### config.mk
export PLATFORM = sky130hd
export DESIGN_NAME = alu_arbiter
export DESIGN_NICKNAME = d
export VERILOG_FILES = /design/src/rtl/alu_arb_pkg.sv /design/src/rtl/rr_pick.sv /design/src/rtl/alu_arbiter.sv
export SDC_FILE = /design/constraint.sdc
export NUM_CORES = 1
export LEC_CHECK = 0
export CAP_MARGIN = 40
export CORE_AREA = 2 2 160 162
export CTS_CLUSTER_DIAMETER = 30
export DETAILED_ROUTE_END_ITERATION = 12
export DIE_AREA = 0 0 162 164
export SLEW_MARGIN = 40
export SYNTH_ARGS = -nofsm -noshare
export SYNTH_HDL_FRONTEND = slang
export SYNTH_SLANG_ARGS = --single-unit
### constraint.sdc
create_clock -name clk -period 11.6 [get_ports clk]
set_clock_uncertainty 0.2 [all_clocks]
set_input_delay 2.32 -clock clk [delete_from_list [all_inputs] [get_ports clk]]
set_output_delay 2.32 -clock clk [all_outputs]
set_load 0.01 [all_outputs]
### src/rtl/alu_arb_pkg.sv
// Shared types and constants for the ALU arbiter: FSM state encoding and ALU opcodes.
package alu_arb_pkg;

  typedef enum logic [1:0] {
    IDLE = 2'd0,
    EXEC = 2'd1,
    RESP = 2'd2
  } state_e;

  localparam logic [1:0] ALUC_ADD = 2'b00;
  localparam logic [1:0] ALUC_SUB = 2'b01;
  localparam logic [1:0] ALUC_AND = 2'b10;
  localparam logic [1:0] ALUC_OR  = 2'b11;

endpackage

### src/rtl/rr_pick.sv
// Combinational rotating-priority picker: first asserted request at or above ptr, wrapping.
module rr_pick #(
  parameter  int unsigned NREQ = 4,
  localparam int unsigned IDW  = $clog2(NREQ)
) (
  input  logic [NREQ-1:0] req,
  input  logic [IDW-1:0]  ptr,
  output logic [NREQ-1:0] gnt,
  output logic [IDW-1:0]  idx,
  output logic            any
);

  // One spare bit so ptr + k can exceed NREQ-1 before the wrap correction.
  logic [IDW:0] cand;

  always_comb begin
    gnt  = '0;
    idx  = '0;
    any  = 1'b0;
    cand = '0;
    for (int unsigned k = 0; k < NREQ; k++) begin
      cand = {1'b0, ptr} + (IDW + 1)'(k);
      if (cand >= (IDW + 1)'(NREQ)) begin
        cand = cand - (IDW + 1)'(NREQ);
      end
      if (!any && req[cand[IDW-1:0]]) begin
        any                  = 1'b1;
        gnt[cand[IDW-1:0]]   = 1'b1;
        idx                  = cand[IDW-1:0];
      end
    end
  end

endmodule

### src/rtl/alu_arbiter.sv
// Shares one external combinational ALU among NREQ requesters: IDLE -> EXEC -> RESP per op.
// Define ALU_ARB_FIXED_PRIO_EN for fixed lowest-index priority (no round-robin pointer).
module alu_arbiter
  import alu_arb_pkg::*;
#(
  parameter  int unsigned NREQ = 4,
  parameter  int unsigned W    = 32,
  localparam int unsigned IDW  = $clog2(NREQ)
) (
  input  logic            clk,
  input  logic            rst_n,
  input  logic [NREQ-1:0]   req_valid,
  output logic [NREQ-1:0]   req_ready,
  input  logic [NREQ*W-1:0] req_x,
  input  logic [NREQ*W-1:0] req_y,
  input  logic [NREQ*2-1:0] req_aluc,
  output logic [W-1:0]    alu_x,
  output logic [W-1:0]    alu_y,
  output logic [1:0]      alu_aluc,
  input  logic [W-1:0]    alu_r,
  input  logic            alu_z,
  input  logic            alu_v,
  output logic            rsp_valid,
  input  logic            rsp_ready,
  output logic [IDW-1:0]  rsp_id,
  output logic [W-1:0]    rsp_r,
  output logic            rsp_z,
  output logic            rsp_v
);

  state_e         state_q, state_d;
  logic [W-1:0]   op_x_q, op_x_d;
  logic [W-1:0]   op_y_q, op_y_d;
  logic [1:0]     op_aluc_q, op_aluc_d;
  logic [IDW-1:0] id_q, id_d;
  logic [W-1:0]   rsp_r_q, rsp_r_d;
  logic           rsp_z_q, rsp_z_d;
  logic           rsp_v_q, rsp_v_d;

  logic [W-1:0]   x_arr    [NREQ];
  logic [W-1:0]   y_arr    [NREQ];
  logic [1:0]     aluc_arr [NREQ];

  for (genvar g = 0; g < NREQ; g++) begin : g_unpack
    assign x_arr[g]    = req_x[g*W +: W];
    assign y_arr[g]    = req_y[g*W +: W];
    assign aluc_arr[g] = req_aluc[g*2 +: 2];
  end

  logic [IDW-1:0]  pick_ptr;
  logic [NREQ-1:0] win_gnt;
  logic [IDW-1:0]  win_idx;
  logic            win_any;

  rr_pick #(
    .NREQ (NREQ)
  ) u_rr_pick (
    .req (req_valid),
    .ptr (pick_ptr),
    .gnt (win_gnt),
    .idx (win_idx),
    .any (win_any)
  );

`ifdef ALU_ARB_FIXED_PRIO_EN
  assign pick_ptr = '0;
`else
  logic [IDW-1:0] rr_ptr_q, rr_ptr_d;

  assign pick_ptr = rr_ptr_q;

  // Pointer moves past the requester just served, only once its response is taken.
  always_comb begin
    rr_ptr_d = rr_ptr_q;
    if (state_q == RESP && rsp_ready) begin
      rr_ptr_d = (id_q == IDW'(NREQ - 1)) ? '0 : id_q + 1'b1;
    end
  end

  always_ff @(posedge clk or negedge rst_n) begin
    if (!rst_n) begin
      rr_ptr_q <= '0;
    end else begin
      rr_ptr_q <= rr_ptr_d;
    end
  end
`endif

  always_comb begin
    state_d   = state_q;
    op_x_d    = op_x_q;
    op_y_d    = op_y_q;
    op_aluc_d = op_aluc_q;
    id_d      = id_q;
    rsp_r_d   = rsp_r_q;
    rsp_z_d   = rsp_z_q;
    rsp_v_d   = rsp_v_q;
    req_ready = '0;
    unique case (state_q)
      IDLE: begin
        if (win_any) begin
          req_ready = win_gnt;
          op_x_d    = x_arr[win_idx];
          op_y_d    = y_arr[win_idx];
          op_aluc_d = aluc_arr[win_idx];
          id_d      = win_idx;
          state_d   = EXEC;
        end
      end
      EXEC: begin
        rsp_r_d = alu_r;
        rsp_z_d = alu_z;
        rsp_v_d = alu_v;
        state_d = RESP;
      end
      RESP: begin
        if (rsp_ready) begin
          state_d = IDLE;
        end
      end
      default: state_d = IDLE;
    endcase
  end

  always_ff @(posedge clk or negedge rst_n) begin
    if (!rst_n) begin
      state_q   <= IDLE;
      op_x_q    <= '0;
      op_y_q    <= '0;
      op_aluc_q <= '0;
      id_q      <= '0;
      rsp_r_q   <= '0;
      rsp_z_q   <= 1'b0;
      rsp_v_q   <= 1'b0;
    end else begin
      state_q   <= state_d;
      op_x_q    <= op_x_d;
      op_y_q    <= op_y_d;
      op_aluc_q <= op_aluc_d;
      id_q      <= id_d;
      rsp_r_q   <= rsp_r_d;
      rsp_z_q   <= rsp_z_d;
      rsp_v_q   <= rsp_v_d;
    end
  end

  assign alu_x     = op_x_q;
  assign alu_y     = op_y_q;
  assign alu_aluc  = op_aluc_q;
  assign rsp_valid = (state_q == RESP);
  assign rsp_id    = id_q;
  assign rsp_r     = rsp_r_q;
  assign rsp_z     = rsp_z_q;
  assign rsp_v     = rsp_v_q;

endmodule
# Word level (Yosys, flattened, before mapping)
# Index checks and enable logic that the tools add are counted.
# Widths: inputs -> output; s select.
[word_totals]
out_inout_bits = 107
wordCells = 100
reg_bits = 106
[classes]
add_sub_neg = 8
n_reduce_logical = 14
n_lt_le_gt_ge = 13
eq_ne = 5
n_bitwise = 4
mux = 47
[ops]
columns = ["operator", "count"]
rows = [
  ["$bmux 32 s2", 2],
  ["$mux 32", 4],
  ["$mux 2", 13],
  ["$mux 4", 6],
  ["$ge 3x3->1 const B", 4],
  ["$lt 2x3->1 const B", 4],
  ["$mux 1", 12],
  ["$or 4x4->4", 3],
  ["$bmux 1 s2", 4],
  ["$demux 1 s2", 4],
  ["$ge 2x1->1 const B", 4],
  ["$logic_and 1x1->1", 8],
  ["$sub 2x1->2 const B", 4],
  ["$add 2x2->3 const B", 2],
  ["$pmux 2 s3", 1],
  ["$bmux 2 s2", 1],
  ["$eq 2x2->1 const B", 2],
  ["$ne 2x1->1 const B", 2],
  ["$reduce_and 2->1", 2],
  ["$add 2x1->3 const B", 1],
  ["$ge 2x3->1 const B", 1],
  ["$logic_not 1->1", 3],
  ["$not 2->3", 1],
  ["$add 2x1->2 const B", 1],
  ["other kinds (2)", 2],
]

# Longest topological paths before layout
# Gate-level depths: netlist of the first run.
[logic_depth]
word_depth = 18
ltp_mapped = 14
depth_no_buf = 8

# Hierarchy
# From an unflattened synthesis of the first run, not the netlist that was laid out.
[unflattened]
cells_unflattened = 360
hier_area_um2 = 6112.1
[modules_own_cells]
columns = ["module", "cells_per_inst", "seq_area_each_um2", "instances", "area_each_um2"]
rows = [
  ["alu_arbiter", 315, 2652.5, 1, 5693.0],
  ["rr_pick", 45, 0.0, 1, 419.2],
]

# Least setup slack after synthesis of the first run
# No wires, ideal clock.
[synth_path]
path_kind = "input to output"
startpoint = "input port req_valid[2]"
endpoint = "output port req_ready[0]"
cell_stages = 7
path_slack_ps = 5490
n_path_buf = 1
t_arrival_ps = 3590
required_ps = 9080
path_cell_list = "clkbuf_1 mux2_2 nor2_1 a21oi_1 nor2_1 a221oi_1 nor2_1"
[synth_between]
elab_chain_len = 14
elab_cells_between_ends = 27
[synth_lines]
columns = ["item", "line", "rtl"]
rows = [
  ["start: declaration", "alu_arbiter.sv:12", "input logic [NREQ-1:0] req_valid,"],
  ["$bmux 1 s2", "rr_pick.sv:26", "if (!any && req[cand[IDW-1:0]]) begin"],
  ["$mux 1 (implied by the code)", "rr_pick.sv:26", ""],
  ["$mux 1", "rr_pick.sv:26", ""],
  ["$logic_not 1->1", "rr_pick.sv:26", ""],
  ["$logic_and 1x1->1", "rr_pick.sv:26", ""],
  ["$mux 1", "rr_pick.sv:26", ""],
  ["$logic_not 1->1", "rr_pick.sv:26", ""],
  ["$logic_and 1x1->1", "rr_pick.sv:26", ""],
  ["$mux 1", "rr_pick.sv:26", ""],
  ["$logic_not 1->1", "rr_pick.sv:26", ""],
  ["$logic_and 1x1->1", "rr_pick.sv:26", ""],
  ["$mux 4 / $mux 1 (equally long branches)", "rr_pick.sv:26", ""],
  ["$mux 4 (*)", "alu_arbiter.sv:101", "if (win_any) begin"],
  ["$mux 4 (*)", "alu_arbiter.sv:99", "unique case (state_q)"],
  ["end: declaration", "alu_arbiter.sv:13", "output logic [NREQ-1:0] req_ready,"],
]
# Every way passes the cells marked *; elsewhere a longest branch is shown, timed or not. The select of a mux whose other input is x is not followed.

# Final worst setup path of the first run
[layout_path]
startpoint = "input port req_valid[2]"
endpoint = "output port req_ready[1]"
# Same word-level chain as after synthesis.

==> run metrics, run 1 <==
initial antenna violation count=0; CTS Buf Count=9; final-report hold violation count=0; Crit Path Max Fanout=13; wirelength, routed=approximately 29000 µm; Achievable Freq=roughly 0.14 GHz; yosys warns=0; Design Area, Final=0.01187 mm²; Placer Congestion=0.7774; fin crit share=62.87%; CP Capture Type=output port; cts repair resizes=0; Row Count=58; Worst R2R Start=pick_ptr[1]$_DFFE_PN0P_; reg2reg setup slack=~7.0 ns; Synth Instances=slightly above 600; Yosys reg bits=around 110; final hold slack=roughly 0.31 ns; startpoint types=input pin; Yosys top cell by area=dfrtp_1; critical path arrival=approximately 4.8 ns; count of input and output buffers=411; Setup CP Type=in -> out; CP max stage cell=mux4_2; class of the worst hold path=reg -> reg; gr ovfl total=0; Avg Cell Area, Syn=~12 µm²; vias in the first global route=between 6000 and 7000; initial drt markers=643; # fillers=2297; CTS tree=built; highest-count cells in the layout ignoring fill and taps=clkdlybuf4s50_1 (410), dfrtp_1 (105), nor2_1 (77); pwr dens=259.7 mW/mm²; hold_sp=rsp_r[26]$_DFFE_PN0N_; status=completed; data required time of the worst path=9.08 ns; H-tree depth=3; Crit path largest cell delay=0.66 ns; Hold-fix buffers, CTS=0; clock sink count=between 100 and 150; Worst Hold Path Cells=1; Starting Density=between 20 and 30%; Max-slew headroom=between 40 and 50%; WL per Instance=between 20 and 25 µm; IO Count=412; Cell variety after synth=40; Util after Layout=47.82%; setup repair bufs after CTS=0; Slew Viols, Final=0; worst r2r path cells=10; clk_lat worst skew=0.35 ns; drt via density=5.383; final net count=~1300; P_leak=4.813 nW; P&R area growth vs syn=63.92%; minimum clock period=7.293 ns; Die Ht=164 µm; hpwl dp=20110 µm; Die Area=0.02657 mm²; Worst-path clk slew=roughly 0.07 ns; first-pass GRT wire length=42230 µm; Cell Area, Synth=0.007241 mm²; Clock Path Buffers=2; layout cells sized above 1=17.69%; Vias=roughly 7100; Tot GR Track Use=20.58%; max-cap viol count=0; Setup violations, final=0; Detailed Routing Iterations Pass 1=7; top cell type's share of synthesized area=36.63%; Die X=162 µm; drt drc=0; share of the yosys chip area belonging to registers=a little over a third; Syn Nets=roughly 930; RSZ-0062 raised after global routing=no; peak supply drop=0.1479 mV; most common cell after layout, fill and taps aside=clkdlybuf4s50_1; RR Endpoint=alu_x[18]$_DFFE_PN0P_; Hold Crit Endpoint=rsp_r[26]$_DFFE_PN0N_; CP cell instances=clkdlybuf4s50_1, mux4_2, nor2b_4, a22oi_1, nor2_1, a221oi_1, nor2_1, clkdlybuf4s50_1; largest net degree at the start of global routing=76; synth top area cells=dfrtp_1 (37%), mux2_2 (9.8%), mux2i_1 (9.5%); DRT antenna net count=0; placed cell area=0.01155 mm²; root buffer cell=clkbuf_16; Least-Margin Pin Slew=0.8390 ns; TNS Setup=0 ns; Core ar.=0.02482 mm²
-- power by group --
part	internal (mW)	switching, mW
Sequential	0.570	0.113
Clock	0.173	0.167
Combinational	1.05	1.01
-- worst max-delay path: cells and delay by family --
| kind | cells | cell delay, ns |
|---|---|---|
| AO/OA/AOI/OAI | 2 | 0.15 |
| buffers and inverters | 2 | 1.17 |
| multiplexers | 1 | 0.66 |
| AND/OR/NAND/NOR | 3 | 0.46 |
-- how the worst max path moves through the flow --
stage	startpoint	end	depth (start not counted)
final	req_valid[2]	req_ready[1]	8
after detailed placement	req_valid[2]	req_ready[1]	8
after floorplan	req_valid[2]	req_ready[0]	7
after CTS	req_valid[2]	req_ready[1]	8
after global placement	req_valid[2]	req_ready[0]	8
after global routing	req_valid[2]	req_ready[2]	8
-- cell type report --
| type | count | area (µm²) | share of cell area (%) |
|---|---|---|---|
| well taps | 330 | 412.9 | 3.479 |
| flip-flops and latches | 106 | 2656 | 22.38 |
| repair buffers | 424 | 4253 | 35.83 |
| clock inverters | 7 | 83.83 | 0.7063 |
| inverters | 4 | 15.01 | 0.1265 |
| multi-input cells | 439 | 4220 | 35.56 |
| clock buffers | 9 | 225.2 | 1.898 |
| diodes | 1 | 2.502 | 0.02108 |
-- routing by layer --
metal | vias up | GRT usage [%] | part of all wire, %
met4 | 0 | 6.919 | 2.3
met3 | 40 | 5.985 | 8.9
met5 | - | 0 | 0
met2 | 332 | 33.85 | 49
met1 | 3494 | 25.93 | 40
li1 | 3239 | - | -
-- sequential cells by signal, summed over array words and instances (netlist names) --
name and flops:
alu_x 32, rsp_id 2, pick_ptr 2, state_q 2, rsp_r 32, rsp_z 1, alu_y 32, alu_aluc 2
rsp_v 1
-- Yosys cell counts --
cell and instances:
nor3b_1 3, o41ai_2 1, a221oi_2 28, mux2i_1 69, mux2_4 40, nand2b_1 4
buf_2 21, and3b_1 1, nor4_4 1, buf_4 2, a222oi_1 66, nand2_1 5
buf_6 10, a21oi_1 5, a2111oi_2 1, mux2_2 63, mux4_2 2, nor2b_4 1
or2_2 1, a21oi_4 1, inv_1 4, dfrtp_1 106, o21ai_1 1, o21ai_0 3
ha_1 8, a221oi_1 42, nor2_1 78, nand2b_4 1, buf_1 2, clkbuf_1 34
a21o_1 1, o31ai_1 1, and3_1 1, and2_1 1, nor3_1 2, a22oi_1 4
or3_1 1, o22a_1 1, nor4_1 1, nor2b_1 1
-- cell families after synthesis --
family	Yosys count	synth area share, %
multiplexers	174	28.25
AO/OA/AOI/OAI	155	22.03
flip-flops	106	36.63
AND/OR/NAND/NOR	102	6.411
buffers and inverters	73	5.288
adder cells (fa/ha/maj)	8	1.382
-- per-stage QoR --
step | setup WS, ns | power, mW | cells
4_1_cts | 4.300 | 3.117 | 1319
5_1_grt | 4.044 | 3.285 | 1319
6_report | 4.307 | 3.083 | 1320
2_1_floorplan | 5.490 | 1.965 | 618
3_5_place_dp | 4.317 | 2.762 | 1303
3_3_place_gp | 4.354 | 2.733 | 1300
Note: power is estimated with default switching activity, not from simulation.
==> inputs of run 2 (changes only) <==
--- a/config.mk
+++ b/config.mk
@@ -6,10 +6,10 @@
 export NUM_CORES = 1
 export LEC_CHECK = 0
 export CAP_MARGIN = 40
-export CORE_AREA = 2 2 160 162
+export CORE_AREA = 2 2 161 163
 export CTS_CLUSTER_DIAMETER = 30
 export DETAILED_ROUTE_END_ITERATION = 12
-export DIE_AREA = 0 0 162 164
+export DIE_AREA = 0 0 163 165
 export SLEW_MARGIN = 40
 export SYNTH_ARGS = -nofsm -noshare
 export SYNTH_HDL_FRONTEND = slang
==> constraint.sdc (replaced) <==
create_clock -name clk -period 7.25 [get_ports clk]
set_clock_uncertainty 0.2 [all_clocks]
set_input_delay 1.45 -clock clk [delete_from_list [all_inputs] [get_ports clk]]
set_output_delay 1.45 -clock clk [all_outputs]
set_load 0.01 [all_outputs]
==> run 2 against run 1 <==
Effect of this change: sequential power increased by 63%; core utilization decreased by 0.20 points; clock power increased by 58%; worst setup slack got worse by 2.7 ns; non-clock buffer count increased by 2; hold slack improved by 0.0036 ns; sequential share of layout area decreased by 0.10 points.
==> run metrics, run 2 (synthesis results as in run 1) <==
layout cells sized above 1=between 10% and 20%; RSZ-0062 raised after global routing=no; clk_lat worst skew=0.36 ns; Worst R2R Start=pick_ptr[0]$_DFFE_PN0P_; CTS tree=built; most common cell after layout, fill and taps aside=clkdlybuf4s50_1; Tot GR Track Use=20.58%; minimum clock period=approximately 5.7 ns; P&R area growth vs syn=64.66%; # fillers=2371; gr ovfl total=0; CP Capture Type=output port; class of the worst hold path=reg -> reg; Starting Density=28.92%; Placer Congestion=0.7567; data required time of the worst path=about 5.6 ns; switching share of power=42.16%; pwr dens=416.3 mW/mm²; reg2reg setup slack=~3.0 ns; startpoint types=input pin; Worst Hold Path Cells=1; initial antenna violation count=0; Core ar.=0.02504 mm²; Vias=7038; CTS Buf Count=9; Die Area=0.02690 mm²; Achievable Freq=0.1768 GHz; IO Count=412; critical path arrival=4.01 ns; highest-count cells in the layout ignoring fill and taps=clkdlybuf4s50_1 (410), dfrtp_1 (105), nor2_1 (77); RR Endpoint=alu_y[11]$_DFFE_PN0P_; wirelength, routed=29010 µm; Placement Setup Slack=1.651 ns; worst r2r path cells=9; Comb power frac=66.9%; Clock Path Buffers=2; P_int=2.871 mW; setup repair bufs after CTS=0; Inserted Diodes=0; hpwl dp=20920 µm; Setup CP Type=in -> out; WL per Instance=around 22 µm; Worst-path clk slew=0.09 ns; H-tree depth=3; Detailed Routing Iterations Pass 1=8; Setup violations, final=0; Row Count=58; drt via density=about 5.3; TNS Setup=0 ns; max-cap viol count=0; vias in the first global route=7128; Least-Margin Pin Slew=0.7376 ns; P_sw=2.093 mW; final-report hold violation count=0; Crit Path Max Fanout=13; Die Ht=about 170 µm; drt drc=0; status=completed; post-route setup slack=1.594 ns; initial drt markers=761; Util after Layout=a little under half; final net count=1299; Max-slew headroom=50.83%; Hold Crit Endpoint=rsp_v$_DFFE_PN0N_; largest net degree at the start of global routing=68; clock share of power=between 10% and 20%; root buffer cell=clkbuf_16; DRT antenna net count=0; final hold slack=0.3091 ns; cts repair resizes=0; peak supply drop=0.2197 mV; Slew Viols, Final=0; hold_sp=rsp_v$_DFFE_PN0N_; Die X=163 µm; P_leak=between 4 and 5 nW; clock sink count=between 100 and 150; Sequential Power Share=22.3%; count of input and output buffers=about 410; first-pass GRT wire length=42530 µm; Hold-fix buffers, CTS=0; fin crit share=between 70% and 80%
==> run 2: worst max-delay path, stage by stage <==
cell             delay (ns)
clkdlybuf4s50_1        0.61
mux4_2                 0.65
nor2b_4                0.23
a22oi_1                0.09
nor2_1                 0.17
a221oi_1               0.07
nor2_1                 0.14
clkdlybuf4s50_1        0.59
==> run 2: layout make-up <==
cell class                      instances  area [µm²]  share of cell area (%)
Inverter                                4       15.01                  0.1259
Clock buffer                            9       225.2                   1.889
Multi-Input combinational cell        439        4228                   35.46
Sequential cell                       106        2656                   22.28
Clock inverter                          7       83.83                  0.7031
Timing Repair Buffer                  426        4302                   36.08
Tap cell                              330       412.9                   3.463
==> run 2: routing by layer <==
metal,GRT usage [%],vias to the layer above,routed length [µm]
met2,36.23,349,14380
met1,24.23,3416,11400
met5,0,-,0
li1,-,3242,-
met3,6.605,31,2679
met4,5.270,0,549
==> run 2: power groups by stage <==
stage | Sequential [mW] | Clock [mW] | Combinational, mW
3_3_place_gp | 1.11 | 0 | 3.28
2_1_floorplan | 1.21 | 0 | 1.94
3_5_place_dp | 1.12 | 0 | 3.35
5_1_grt | 1.16 | 0.580 | 3.58
4_1_cts | 1.11 | 0.558 | 3.36
6_report | 1.11 | 0.536 | 3.32
==> run 2: how the worst max path moves through the flow <==
stage	from	end	slack [ns]	cells past startpoint
final	req_valid[2]	req_ready[1]	1.59	8
after global routing	req_valid[2]	req_ready[1]	1.44	8
after CTS	req_valid[2]	req_ready[1]	1.64	8
after detailed placement	req_valid[2]	req_ready[1]	1.65	8
after global placement	req_valid[2]	req_ready[2]	1.69	8
after floorplan	pick_ptr[0]$_DFFE_PN0P_	req_ready[0]	2.68	12
==> run 2: stage by stage <==
stage / area (µm²) / power (mW) / instances
floorplan: 7241 / 3.145 / 618
global placement: 11510 / 4.397 / 1301
detailed placement: 11590 / 4.471 / 1304
CTS: 11900 / 5.029 / 1320
global route: 11920 / 5.311 / 1321
finish: 11920 / 4.964 / 1321
==> inputs of run 3 (changes only) <==
==> constraint.sdc (replaced) <==
create_clock -name clk -period 5.4 [get_ports clk]
set_clock_uncertainty 0.2 [all_clocks]
set_input_delay 1.08 -clock clk [delete_from_list [all_inputs] [get_ports clk]]
set_output_delay 1.08 -clock clk [all_outputs]
set_load 0.01 [all_outputs]
==> run 3 against run 2 <==
Effect of this change: combinational power rose by 33%; cell area decreased by 0.35%; flip-flop and latch count stayed put; critical path depth did not move; via count grew 1.0%; global-route usage shrank 0.095 points; routed wire length increased by 0.52%; non-clock buffer count fell by 1; sequential share of layout area rose by 0.077 points; sequential power increased by 36%.
==> run metrics, run 3 (synthesis results as in run 1) <==
IO Count=slightly above 400; gr ovfl total=0; Crit Path Max Fanout=13; Starting Density=around 29%; CP Capture Type=output port; drt drc=0; Max-slew headroom=43.54%; final net count=1298; Core ar.=between 0.02 and 0.03 mm²; clock sink count=106; final-report hold violation count=0; DRT antenna net count=0; Worst R2R Start=pick_ptr[0]$_DFFE_PN0P_; Detailed Routing Iterations Pass 1=7; Die X=around 160 µm; Row Count=58; Setup violations, final=0; CTS tree=built; H-tree depth=3; most common cell after layout, fill and taps aside=clkdlybuf4s50_1; count of input and output buffers=411; layout cells sized above 1=17.88%; vias in the first global route=7111; Achievable Freq=0.2043 GHz; Die Ht=165 µm; max-cap viol count=0; drt via density=5.382; first-pass GRT wire length=42210 µm; startpoint types=input pin; worst r2r path cells=9; Vias=just over 7000; highest-count cells in the layout ignoring fill and taps=clkdlybuf4s50_1 (410), dfrtp_1 (105), nor2_1 (77); Critical Path End=req_ready[2]; cts repair resizes=0; Slew Viols, Final=0; hpwl dp=between 20000 and 25000 µm; class of the worst hold path=reg -> reg; Clock Path Buffers=2; initial antenna violation count=0; RSZ-0062 raised after global routing=no; Setup CP Type=in -> out; CTS Buf Count=9; P&R area growth vs syn=64.09%; pwr dens=556.4 mW/mm²; data required time of the worst path=4.12 ns; wirelength, routed=29160 µm; setup repair bufs after CTS=0; critical path arrival=3.62 ns; Die Area=around 0.027 mm²; Crit. Startpoint=req_valid[2]; initial drt markers=579; Worst-path clk slew=approximately 0.090 ns; Tot GR Track Use=20.49%; peak supply drop=0.4503 mV; hold_sp=rsp_r[5]$_DFFE_PN0N_; TNS Setup=0 ns; Hold-fix buffers, CTS=0; Least-Margin Pin Slew=0.8470 ns; largest net degree at the start of global routing=between 60 and 70; root buffer cell=clkbuf_16; WL per Instance=22.07 µm; P_leak=4.819 nW; status=completed; fin crit share=90.66%; RR Endpoint=alu_y[26]$_DFFE_PN0P_; Cells after DPL=between 1000 and 1500; minimum clock period=4.896 ns; clk_lat worst skew=0.37 ns; reg2reg setup slack=1.42 ns; Placer Congestion=0.7876; Final Non-Filler Cells=1321
-- run 3: stage by stage --
step / util, % / worst slack, ns / power (mW) / hold slack (ns) / instance area (µm²)
2_1_floorplan: - / 1.204 / 4.222 / 0.3402 / 7241
3_3_place_gp: 46.18 / 0.5862 / 5.923 / 0.2859 / 11560
3_5_place_dp: 46.20 / 0.5489 / 5.966 / 0.2923 / 11570
4_1_cts: 47.43 / 0.5387 / 6.707 / 0.3151 / 11880
5_1_grt: 47.45 / 0.3114 / 7.043 / 0.3281 / 11880
6_report: 47.46 / 0.5042 / 6.610 / 0.3093 / 11880
-- run 3: worst min path at each step --
stage | to | slack [ns] | depth (start not counted)
floorplan | rsp_id[1]$_DFFE_PN0P_ | 0.34 | 1
global placement | rsp_r[22]$_DFFE_PN0N_ | 0.29 | 1
detailed placement | rsp_r[19]$_DFFE_PN0N_ | 0.29 | 1
CTS | rsp_r[1]$_DFFE_PN0N_ | 0.32 | 1
global route | rsp_r[15]$_DFFE_PN0N_ | 0.33 | 1
finish | rsp_r[5]$_DFFE_PN0N_ | 0.31 | 1
-- run 3: cell type report --
class,instances,area (µm²)
Timing Repair Buffer,425,4258
Sequential cell,106,2656
Multi-Input combinational cell,439,4228
Inverter,4,15.01
Fill cell,2361,13160
Tap cell,330,412.9
Clock buffer,9,225.2
Clock inverter,7,83.83
Antenna cell,1,2.502
-- run 3: per-layer routing --
layer  wire length [µm]  global-route usage [%]  share of wire [%]
met1              11490                   24.52                 39
met3               2715                   5.977                9.3
met4                494                   5.430                1.7
met2              14470                   35.92                 50
met5                  0                       0                  0
-- run 3: power by group --
part | switching, mW | internal, mW | leakage, nW
combinational | 2.15 | 2.25 | 3.47
sequential | 0.285 | 1.22 | 1.20
clock | 0.369 | 0.332 | 0.149
-- run 3: worst max-delay path: stages --
cell,delay [ns]
clkdlybuf4s50_1,0.61
mux4_2,0.66
nor2b_4,0.25
a22oi_1,0.10
nor2_1,0.10
a221oi_1,0.07
nor2_1,0.14
clkdlybuf4s50_1,0.59
